<file path="src/rtl/countdown_timer_pkg.sv">
// Shared definitions for the countdown timer: FSM state encoding.
package countdown_timer_pkg;

   localparam logic [1:0] ST_IDLE = 2'd0;
   localparam logic [1:0] ST_RUN  = 2'd1;
   localparam logic [1:0] ST_DONE = 2'd2;

   typedef enum logic [1:0] {
      S_IDLE = ST_IDLE,
      S_RUN  = ST_RUN,
      S_DONE = ST_DONE
   } state_t;

endpackage

</file>
<file path="src/rtl/count_down_core.sv">
// WIDTH-bit down-count register with synchronous load and saturating decrement.
module count_down_core #(
   parameter int WIDTH = 4
) (
   input  logic             clk,
   input  logic             clear_n,
   input  logic             load,
   input  logic             dec,
   input  logic [WIDTH-1:0] load_val,
   output logic [WIDTH-1:0] count,
   output logic             is_one,
   output logic             is_zero
);

   localparam logic [WIDTH-1:0] CNT_ONE = {{(WIDTH-1){1'b0}}, 1'b1};

   logic [WIDTH-1:0] count_q;

   // Count register: load wins over decrement; decrement never passes zero.
   always_ff @(posedge clk) begin
      if (!clear_n) begin
         count_q <= '0;
      end else if (load) begin
         count_q <= load_val;
      end else if (dec && (count_q != '0)) begin
         count_q <= count_q - CNT_ONE;
      end
   end

   assign count   = count_q;
   assign is_one  = (count_q == CNT_ONE);
   assign is_zero = (count_q == '0);

endmodule

</file>
<file path="src/rtl/countdown_timer.sv">
// Loadable down-counter with IDLE/RUN/DONE sequencing, one-shot or auto-reload.
//
// state | meaning
// ------+---------------------------------------------------------------
// IDLE  | count holds; waits for start
// RUN   | decrements once per tick; tc on expiry, reload or go to DONE
// DONE  | count is 0, done level held until ack
module countdown_timer
   import countdown_timer_pkg::*;
#(
   parameter int               WIDTH      = 4,
   parameter logic [WIDTH-1:0] PRESET_VAL = {WIDTH{1'b1}}
) (
   input  logic             clk,
   input  logic             clear_n,
   input  logic             pre,
   input  logic             en,
   input  logic [WIDTH-1:0] data_in,
   input  logic             start,
   input  logic             tick,
   input  logic             reload_mode,
   input  logic             ack,
   output logic [WIDTH-1:0] data_out,
   output logic             busy,
   output logic             tc,
   output logic             done
);

   state_t           state_q, state_d;
   logic [WIDTH-1:0] reload_q, reload_d;
   logic             tc_q, tc_d;

   logic             core_load;
   logic             core_dec;
   logic [WIDTH-1:0] core_load_val;
   logic [WIDTH-1:0] count;
   logic             is_one;
   logic             is_zero;

   count_down_core #(
      .WIDTH (WIDTH)
   ) u_core (
      .clk      (clk),
      .clear_n  (clear_n),
      .load     (core_load),
      .dec      (core_dec),
      .load_val (core_load_val),
      .count    (count),
      .is_one   (is_one),
      .is_zero  (is_zero)
   );

   // State, reload value and tc pulse registers.
   always_ff @(posedge clk) begin
      if (!clear_n) begin
         state_q  <= S_IDLE;
         reload_q <= '0;
         tc_q     <= 1'b0;
      end else begin
         state_q  <= state_d;
         reload_q <= reload_d;
         tc_q     <= tc_d;
      end
   end

   // Next-state and counter control; pre/en abort whatever is in progress.
   always_comb begin
      state_d       = state_q;
      reload_d      = reload_q;
      tc_d          = 1'b0;
      core_load     = 1'b0;
      core_dec      = 1'b0;
      core_load_val = count;

      if (pre) begin
         core_load     = 1'b1;
         core_load_val = PRESET_VAL;
         reload_d      = PRESET_VAL;
         state_d       = S_IDLE;
      end else if (en) begin
         core_load     = 1'b1;
         core_load_val = data_in;
         reload_d      = data_in;
         state_d       = S_IDLE;
      end else begin
         unique case (state_q)
            S_IDLE: begin
               if (start) begin
                  if (is_zero) begin
                     // Zero-length interval expires immediately.
                     tc_d    = 1'b1;
                     state_d = S_DONE;
                  end else begin
                     state_d = S_RUN;
                  end
               end
            end
            S_RUN: begin
               if (tick) begin
                  if (is_one) begin
                     tc_d      = 1'b1;
                     core_load = 1'b1;
                     if (reload_mode && (reload_q != '0)) begin
                        core_load_val = reload_q;
                     end else begin
                        core_load_val = '0;
                        state_d       = S_DONE;
                     end
                  end else begin
                     core_dec = 1'b1;
                  end
               end
            end
            S_DONE: begin
               if (ack) begin
                  state_d = S_IDLE;
               end
            end
            default: begin
               state_d = S_IDLE;
            end
         endcase
      end
   end

   assign data_out = count;
   assign busy     = (state_q == S_RUN);
   assign done     = (state_q == S_DONE);
   assign tc       = tc_q;

endmodule

</file>
<file path="config.mk">
export PLATFORM = sky130hd
export DESIGN_NAME = countdown_timer
export DESIGN_NICKNAME = d
export VERILOG_FILES = /design/src/rtl/countdown_timer_pkg.sv /design/src/rtl/count_down_core.sv /design/src/rtl/countdown_timer.sv
export SDC_FILE = /design/constraint.sdc
export NUM_CORES = 1
export LEC_CHECK = 0
export ABC_AREA = 1
export BUFFER_PORTS_ARGS = -buffer_cell sky130_fd_sc_hd__buf_2
export CORE_MARGIN = 4
export CORE_UTILIZATION = 46
export DETAILED_ROUTE_END_ITERATION = 8
export HOLD_SLACK_MARGIN = 0.02
export PLACE_DENSITY = 0.73
export SETUP_SLACK_MARGIN = 0.15
export SLEW_MARGIN = 20
export SYNTH_ARGS = -nofsm -noshare
export SYNTH_HDL_FRONTEND = slang
export SYNTH_SLANG_ARGS = --single-unit
</file>
<file path="constraint.sdc">
create_clock -name clk -period 1.2 [get_ports clk]
set_input_delay 0.06 -clock clk [delete_from_list [all_inputs] [get_ports clk]]
set_output_delay 0.06 -clock clk [all_outputs]
set_load 0.05 [all_outputs]
</file>
==> results of run 1 <==
==> power breakdown <==
group          leakage, uW  internal, uW  switching (uW)
Combinational     0.000428           151             230
Sequential       0.0000950           388            23.9
Clock            0.0000150           129             124
Total             0.000538           668             377
==> layout make-up <==
class                   count  area (um2)
fillers                   118         432
repair buffers             29         196
clock buffers               4        26.3
well taps                  16        20.0
inverters                  18        80.1
flip-flops and latches     11         243
multi-input cells          89         562
==> layout by cell type (no fill, tap or decap) <==
cell,synthesis,routed
nand2_1,29,27
buf_2,0,13
buf_4,0,12
nor2_1,13,10
a21oi_1,9,9
inv_1,13,9
inv_2,4,6
dfxtp_4,0,6
nor2_4,3,5
nor2_2,4,5
nand2_2,3,5
dfxtp_1,11,5
clkbuf_4,0,4
o21ai_0,4,3
nand3_1,5,3
buf_6,0,3
inv_6,0,2
nand3_2,0,2
nand4_1,2,2
nand2_4,3,2
o21ai_2,2,2
xor2_1,2,2
nand3b_1,2,2
ha_4,0,2
inv_4,1,1
a31oi_1,1,1
nor3_1,2,1
o22ai_1,1,1
nand2_8,0,1
a21oi_2,1,1
nor3_2,0,1
o21ai_1,0,1
ha_1,3,1
clkbuf_1,0,1
==> worst max path at each step <==
stage	startpoint	cells after the start	slack (ns)	to
after floorplan	u_core.count[1]	10	-0.09	u_core.count[2]
after global placement	u_core.count[1]	11	-0.07	u_core.count[2]
after detailed placement	u_core.count[1]	11	-0.08	u_core.count[2]
after CTS	u_core.count[1]	11	-0.06	u_core.count[2]
after global routing	u_core.count[1]	11	-0.13	u_core.count[2]
final	u_core.count[1]	11	-0.05	u_core.count[2]
==> metrics by stage <==
step / setup WS (ns) / instances
2_1_floorplan: -0.0919 / 118
6_report: -0.0452 / 167
3_3_place_gp: -0.0725 / 160
4_1_cts: -0.0601 / 167
3_5_place_dp: -0.0757 / 160
5_1_grt: -0.127 / 167
==> kinds of logic after synthesis <==
logic type	count (synthesis)	share of synthesized area, %
and+or+nand+nor	66	42.5
AOI/OAI and AO/OA	18	13.3
buffers and inverters	18	8.97
DFF	11	28.2
adders and majority gates	3	4.81
xor gates and xnor gates	2	2.24
==> routing by layer <==
layer / global-route usage [%] / up-vias
li1: - / 439
met5: 0 / -
met2: 29.7 / 16
met1: 21.1 / 361
met3: 3.67 / 2
met4: 4.27 / 0
==> worst reg2reg max path, cell delays in order, from the launching register on <==
cell and delay [ns]:
dfxtp_4 0.36, inv_6 0.07, ha_4 0.13, inv_2 0.04, nor2_4 0.08, nand2_4 0.08, nand2_8 0.09, inv_6 0.05
nand2_2 0.05, nand2_2 0.05, nor2_2 0.11, nor2_2 0.04
==> sequential cells by signal, summed over array words and instances (netlist names) <==
register / count
state_q: 2
tc: 1
u_core.count: 4
reload_q: 4
==> timing repair <==
action,4_1_cts,5_1_grt
buffers inserted,3,0
resized for setup,15,5
setup endpoints to repair,11,10
pin swaps,5,3
==> impl_results.md, run 1 <==
- Post-Syn Instances: 118
- Post-route minimum period: 1.25 ns
- DRC errors left: 0
- Clock tree from TritonCTS: yes
- Post-synthesis async set-or-reset flop share: 0%
- Flop2flop setup slack: -0.05 ns
- Cell with the most instances after synthesis: nand2_1
- Antenna viol nets, final: 0
- Die span in y: 49.2 um
- PD cells: 927 mW/mm2
- #FFs+latches synth: 11
- Fin crit share: 104%
- Total Wirelength: 1.82 mm
- Area Overhead vs Synth: 44.4%
- Initial core utilization: 50.1%
- Die X-Extent: 49.2 um
- Slowest-stage cell, CP: dfxtp_4
- Final setup vio count: 4
- CTS H-Tree Depth: 1
- Clk_lat worst skew: 0.26 ns
- Gr usage total: 17.1%
- Met3 routed WL: 60 um
- Failing checks: setup timing
- Synth area leaders: dfxtp_1 28%, nand2_1 14%, inv_1 6.3%
- Clock-pin slew on the worst setup and hold paths: 0.07 ns
- Crit path max fanout: 6
- CP top delay family: simple AND/OR/NAND/NOR gates
- Reg2Reg Depth: 11
- Worst r2r src: u_core.count[1]
- Register area share after synthesis: 28.2%
- Synth Flop Type: dfxtp_1
- Vias in the first global route: 813
- Fin. Hold Viols: 0
- Setup ws final: -0.0452 ns
- Vias: 818
- Post-synth top area cell: dfxtp_1
- Max Freq: 803 MHz
- CP startpoint kind: flop
- Synthesized area: 781 um2
- Area post-placement: 0.00101 mm2
- Std-Cell Rows: 14
- Hpwl dp: 1.43 mm
- Hold slack: 0.0651 ns
- RSZ-0062 raised after global routing: yes
- DR pass1 iterations: 4
- VDD IR max: 657 uV
- CP cell instances: inv_6, ha_4, inv_2, nor2_4, nand2_4, nand2_8, inv_6, nand2_2, nand2_2, nor2_2, nor2_2
- Synthesis Warnings: 0
- Hold path depth: 3
- Post-synth top area share: 28.2%
- Post-synth top cells: 29 x nand2_1, 13 x inv_1, 13 x nor2_1
- Post-Syn Nets: 133
- CTS Buf Count: 3
- Post-synth EDFFs: 0
- Hold Path End: u_core.count[2]
- Worst path bufs/invs: 3
- Vias per cell: 4.90
- CP required: 1.36 ns
- Metal1 wirelength: 845 um
- Gr ovfl total: 0
- Final core utilization: 72.3%
- Crit Path Category: reg -> reg
- Largest net degree at the start of global routing: 7
- Max transition margin: 83.4%
- Worst setup EP type: flop
- Worst Tran Pin Value: 0.251 ns
- Initial antenna violation count: 0
- Core footprint: 0.00156 mm2
- Detailed Route Iter0 Violations: 22
- Final instance area: 0.00113 mm2
- CTS Hold Bufs: 0
- First-pass GRT wire length: 3.31 mm
- CTS root buf: clkbuf_4
- Worst path arrival time: 1.41 ns
- Buffer depth of the longest clock path: 2
- Die area: 0.00242 mm2
- FF-to-FF End: u_core.count[2]
- Max-slew violation count: 0
- IO Pins: 19
- Hold Crit Class: in -> reg
- Tot Pwr: 1040 uW
- Synth cell types: 22
- Port bufs: 18
- Syn Area/Cell: 6.62 um2
- Highest metal used: met4
- Worst Hold Launch: clear_n
- Worst Skew: 0.00173 ns
- Number of antenna diodes: 0
- Pleak: 0.000538 uW
- Setup TNS: -0.123 ns
- CTS Sinks: 11
- Met2 Routed Length: 899 um
- Crit path largest cell delay: 0.36 ns
- Routed WL per cell: 10.9 um
- Status: finished with violations
- Final net count: 167
- Share of post-route cells with drive strength above 1: 48.3%
- GPL Wtd Cong: 0.829
- Max cap viols: 0
Note: power is estimated with default switching activity, not from simulation.
==> inputs of run 2 (changes only) <==
--- a/config.mk
+++ b/config.mk
@@ -8,10 +8,11 @@
 export ABC_AREA = 1
 export BUFFER_PORTS_ARGS = -buffer_cell sky130_fd_sc_hd__buf_2
 export CORE_MARGIN = 4
-export CORE_UTILIZATION = 46
+export CORE_UTILIZATION = 49
+export CTS_BUF_LIST = sky130_fd_sc_hd__clkbuf_8
 export DETAILED_ROUTE_END_ITERATION = 8
 export HOLD_SLACK_MARGIN = 0.02
-export PLACE_DENSITY = 0.73
+export PLACE_DENSITY = 0.77
 export SETUP_SLACK_MARGIN = 0.15
 export SLEW_MARGIN = 20
 export SYNTH_ARGS = -nofsm -noshare
==> run 2 against run 1 <==
Against the previous run: the run still ends with setup timing left; non-clock buffer count decreased by 1; clock power increased by 39%; final cell count decreased by 0.60%; global-route usage increased by 1.3 points; register-to-register slack got worse by 0.03 ns; clock skew about the same; sequential cell count unchanged; first-iteration DRC count decreased by 14%; largest cell class unchanged.
==> impl_results.md, run 2 (same netlist as run 1, synthesis figures left out) <==
- Status: finished with violations (unchanged)
- Failing checks: setup timing (unchanged)
- Fin crit share: 107% (was 104%)
- M2 GR Usage: 31.1% (was 29.7%)
- Std-Cell Rows: 14 (unchanged)
- Buffer depth of the longest clock path: 2 (unchanged)
- Placed Cells: 159 (was 160)
- Port bufs: 18 (unchanged)
- Die area: 0.00230 mm2 (was 0.00242 mm2)
- Total Wirelength: 1.96 mm (was 1.82 mm)
- Hpwl dp: 1.48 mm (was 1.43 mm)
- GPL Wtd Cong: 0.884 (was 0.829)
- M3 GR Usage: 6.02% (was 3.67%)
- Gr ovfl total: 0 (unchanged)
- Max transition margin: 82.9% (was 83.4%)
- DR pass1 iterations: 4 (unchanged)
- Fin. Hold Viols: 0 (unchanged)
- Initial antenna violation count: 0 (unchanged)
- Clock tree from TritonCTS: yes (unchanged)
- Part of the power in combinational logic: 34.7% (was 36.5%)
- Worst Skew: 0.00131 ns (was 0.00173 ns)
- Vias: 840 (was 818)
- CTS root buf: clkbuf_8 (was clkbuf_4)
- Crit Path Category: reg -> reg (unchanged)
- Clock-pin slew on the worst setup and hold paths: 0.05 ns (was 0.07 ns)
- Largest net degree at the start of global routing: 7 (unchanged)
- Hold Crit Class: in -> reg (unchanged)
- Max Freq: 782 MHz (was 803 MHz)
- Antenna viol nets, final: 0 (unchanged)
- Gr busiest metal: met2 (unchanged)
- Tot Pwr: 1180 uW (was 1040 uW)
- Routed WL per cell: 11.8 um (was 10.9 um)
- Met1 Track Usage GR: 21.6% (was 21.1%)
- PD cells: 1010 mW/mm2 (was 927 mW/mm2)
- CTS Sinks: 11 (unchanged)
- CTS H-Tree Depth: 1 (unchanged)
- Sw Pwr: 403 uW (was 377 uW)
- VDD IR max: 759 uV (was 657 uV)
- Final net count: 166 (was 167)
- CP required: 1.33 ns (was 1.36 ns)
- Worst path arrival time: 1.41 ns (about the same)
- CTS Hold Bufs: 0 (unchanged)
- RSZ-0062 raised after global routing: yes (unchanged)
- Internal Power: 774 uW (was 668 uW)
- Initial core utilization: 51.8% (was 50.1%)
- Core footprint: 0.00151 mm2 (was 0.00156 mm2)
- Post-route minimum period: 1.28 ns (was 1.25 ns)
- Worst setup EP type: flop (unchanged)
- IO Pins: 19 (unchanged)
- Die span in y: 47.9 um (was 49.2 um)
- First-pass GRT wire length: 2.97 mm (was 3.31 mm)
- Non-Filler Instances: 166 (was 167)
- CTS Buf Count: 3 (unchanged)
- Final setup vio count: 6 (was 4)
- Gr usage total: 18.4% (was 17.1%)
- Vias per cell: 5.06 (was 4.90)
- Worst Tran Pin Value: 0.256 ns (was 0.251 ns)
- Max cap viols: 0 (unchanged)
- Setup ws final: -0.0789 ns (was -0.0452 ns)
- Most frequent cells in the layout: 25 x nand2_1, 16 x buf_2, 10 x nor2_1 (was 27 x nand2_1, 13 x buf_2, 12 x buf_4)
- Number of antenna diodes: 0 (unchanged)
- Die X-Extent: 47.9 um (was 49.2 um)
- CP startpoint kind: flop (unchanged)
- Area Overhead vs Synth: 49.2% (was 44.4%)
- DRC errors left: 0 (unchanged)
- Net Sw Frac: 34.2% (was 36.1%)
- Most common cell after layout, fill and taps aside: nand2_1 (unchanged)
- Clk_lat worst skew: 0.23 ns (was 0.26 ns)
- Crit path max fanout: 6 (unchanged)
- Clock power frac: 29.8% (was 24.1%)
- Pleak: 0.000555 uW (was 0.000538 uW)
- Share of post-route cells with drive strength above 1: 50.0% (was 48.3%)
- Vias in the first global route: 713 (was 813)
- Detailed Route Iter0 Violations: 19 (was 22)
- Power share of the sequential group: 35.5% (was 39.4%)
- Max-slew violation count: 0 (unchanged)
==> run 2: cell types whose count changed in the layout (fill, tap and decap cells not counted), moves of 2 or more <==
cell / change
inv_4: +4
buf_6: -2
nand2_1: -2
clkbuf_8: +3
buf_2: +3
clkbuf_4: -4
buf_8: +2
inv_2: -3
buf_4: -3
==> run 2: final timing paths <==
check | startpoint | to | slack (ns) | cells after the start
worst min register to register | reload_q[0] | reload_q[0] | 0.49 | 2
worst max-delay path | u_core.count[1] | u_core.count[2] | -0.08 | 11
worst min-delay path | clear_n | u_core.count[3] | 0.11 | 3
worst max register to register | u_core.count[1] | u_core.count[2] | -0.08 | 11
==> run 2: timing repair <==
item,in CTS,in global routing
resized for setup,12,17
pin swaps,5,5
setup buffers,3,0
endpoints found under the setup margin,9,9
gates cloned,0,0
==> run 2: power groups by stage <==
stage	combinational [uW]	clock, uW	sequential, uW
6_report	409	350	417
5_1_grt	445	385	420
4_1_cts	367	360	413
2_1_floorplan	188	0	470
3_3_place_gp	339	0	422
3_5_place_dp	345	0	422
==> run 2: critical path, cell delays in order (launching register included) <==
cell and delay [ns]:
dfxtp_4 0.35, inv_6 0.07, ha_4 0.12, inv_2 0.04, nor2_4 0.11, nand2_4 0.08
nand2_8 0.10, inv_8 0.05, nand2_1 0.05, nand2_1 0.05, nor2_1 0.11, nor2_2 0.04
==> run 2: cell type report <==
| class | count | area (um2) |
|---|---|---|
| Tap cell | 16 | 20.0 |
| Timing Repair Buffer | 28 | 189 |
| Inverter | 18 | 92.6 |
| Multi-Input combinational cell | 89 | 576 |
| Clock inverter | 1 | 3.75 |
| Clock buffer | 3 | 41.3 |
| Fill cell | 110 | 342 |
| Sequential cell | 11 | 243 |
==> run 2: per-layer routing <==
layer | share of wire, % | vias up
li1 | - | 439
met1 | 41 | 374
met2 | 53 | 25
met3 | 5.6 | 2
met4 | 0.51 | 0
met5 | 0 | -
==> run 2: stage by stage <==
stage	setup TNS, ns	area (um2)	hold slack, ns	utilization, %	worst slack (ns)
floorplan	-0.372	836	0.173	-	-0.0919
global placement	-0.129	998	0.341	66.3	-0.0744
detailed placement	-0.267	998	0.348	66.3	-0.0793
CTS	-0.314	1110	0.0990	73.4	-0.0772
global route	-0.815	1160	0.114	77.3	-0.152
finish	-0.278	1160	0.106	77.3	-0.0789
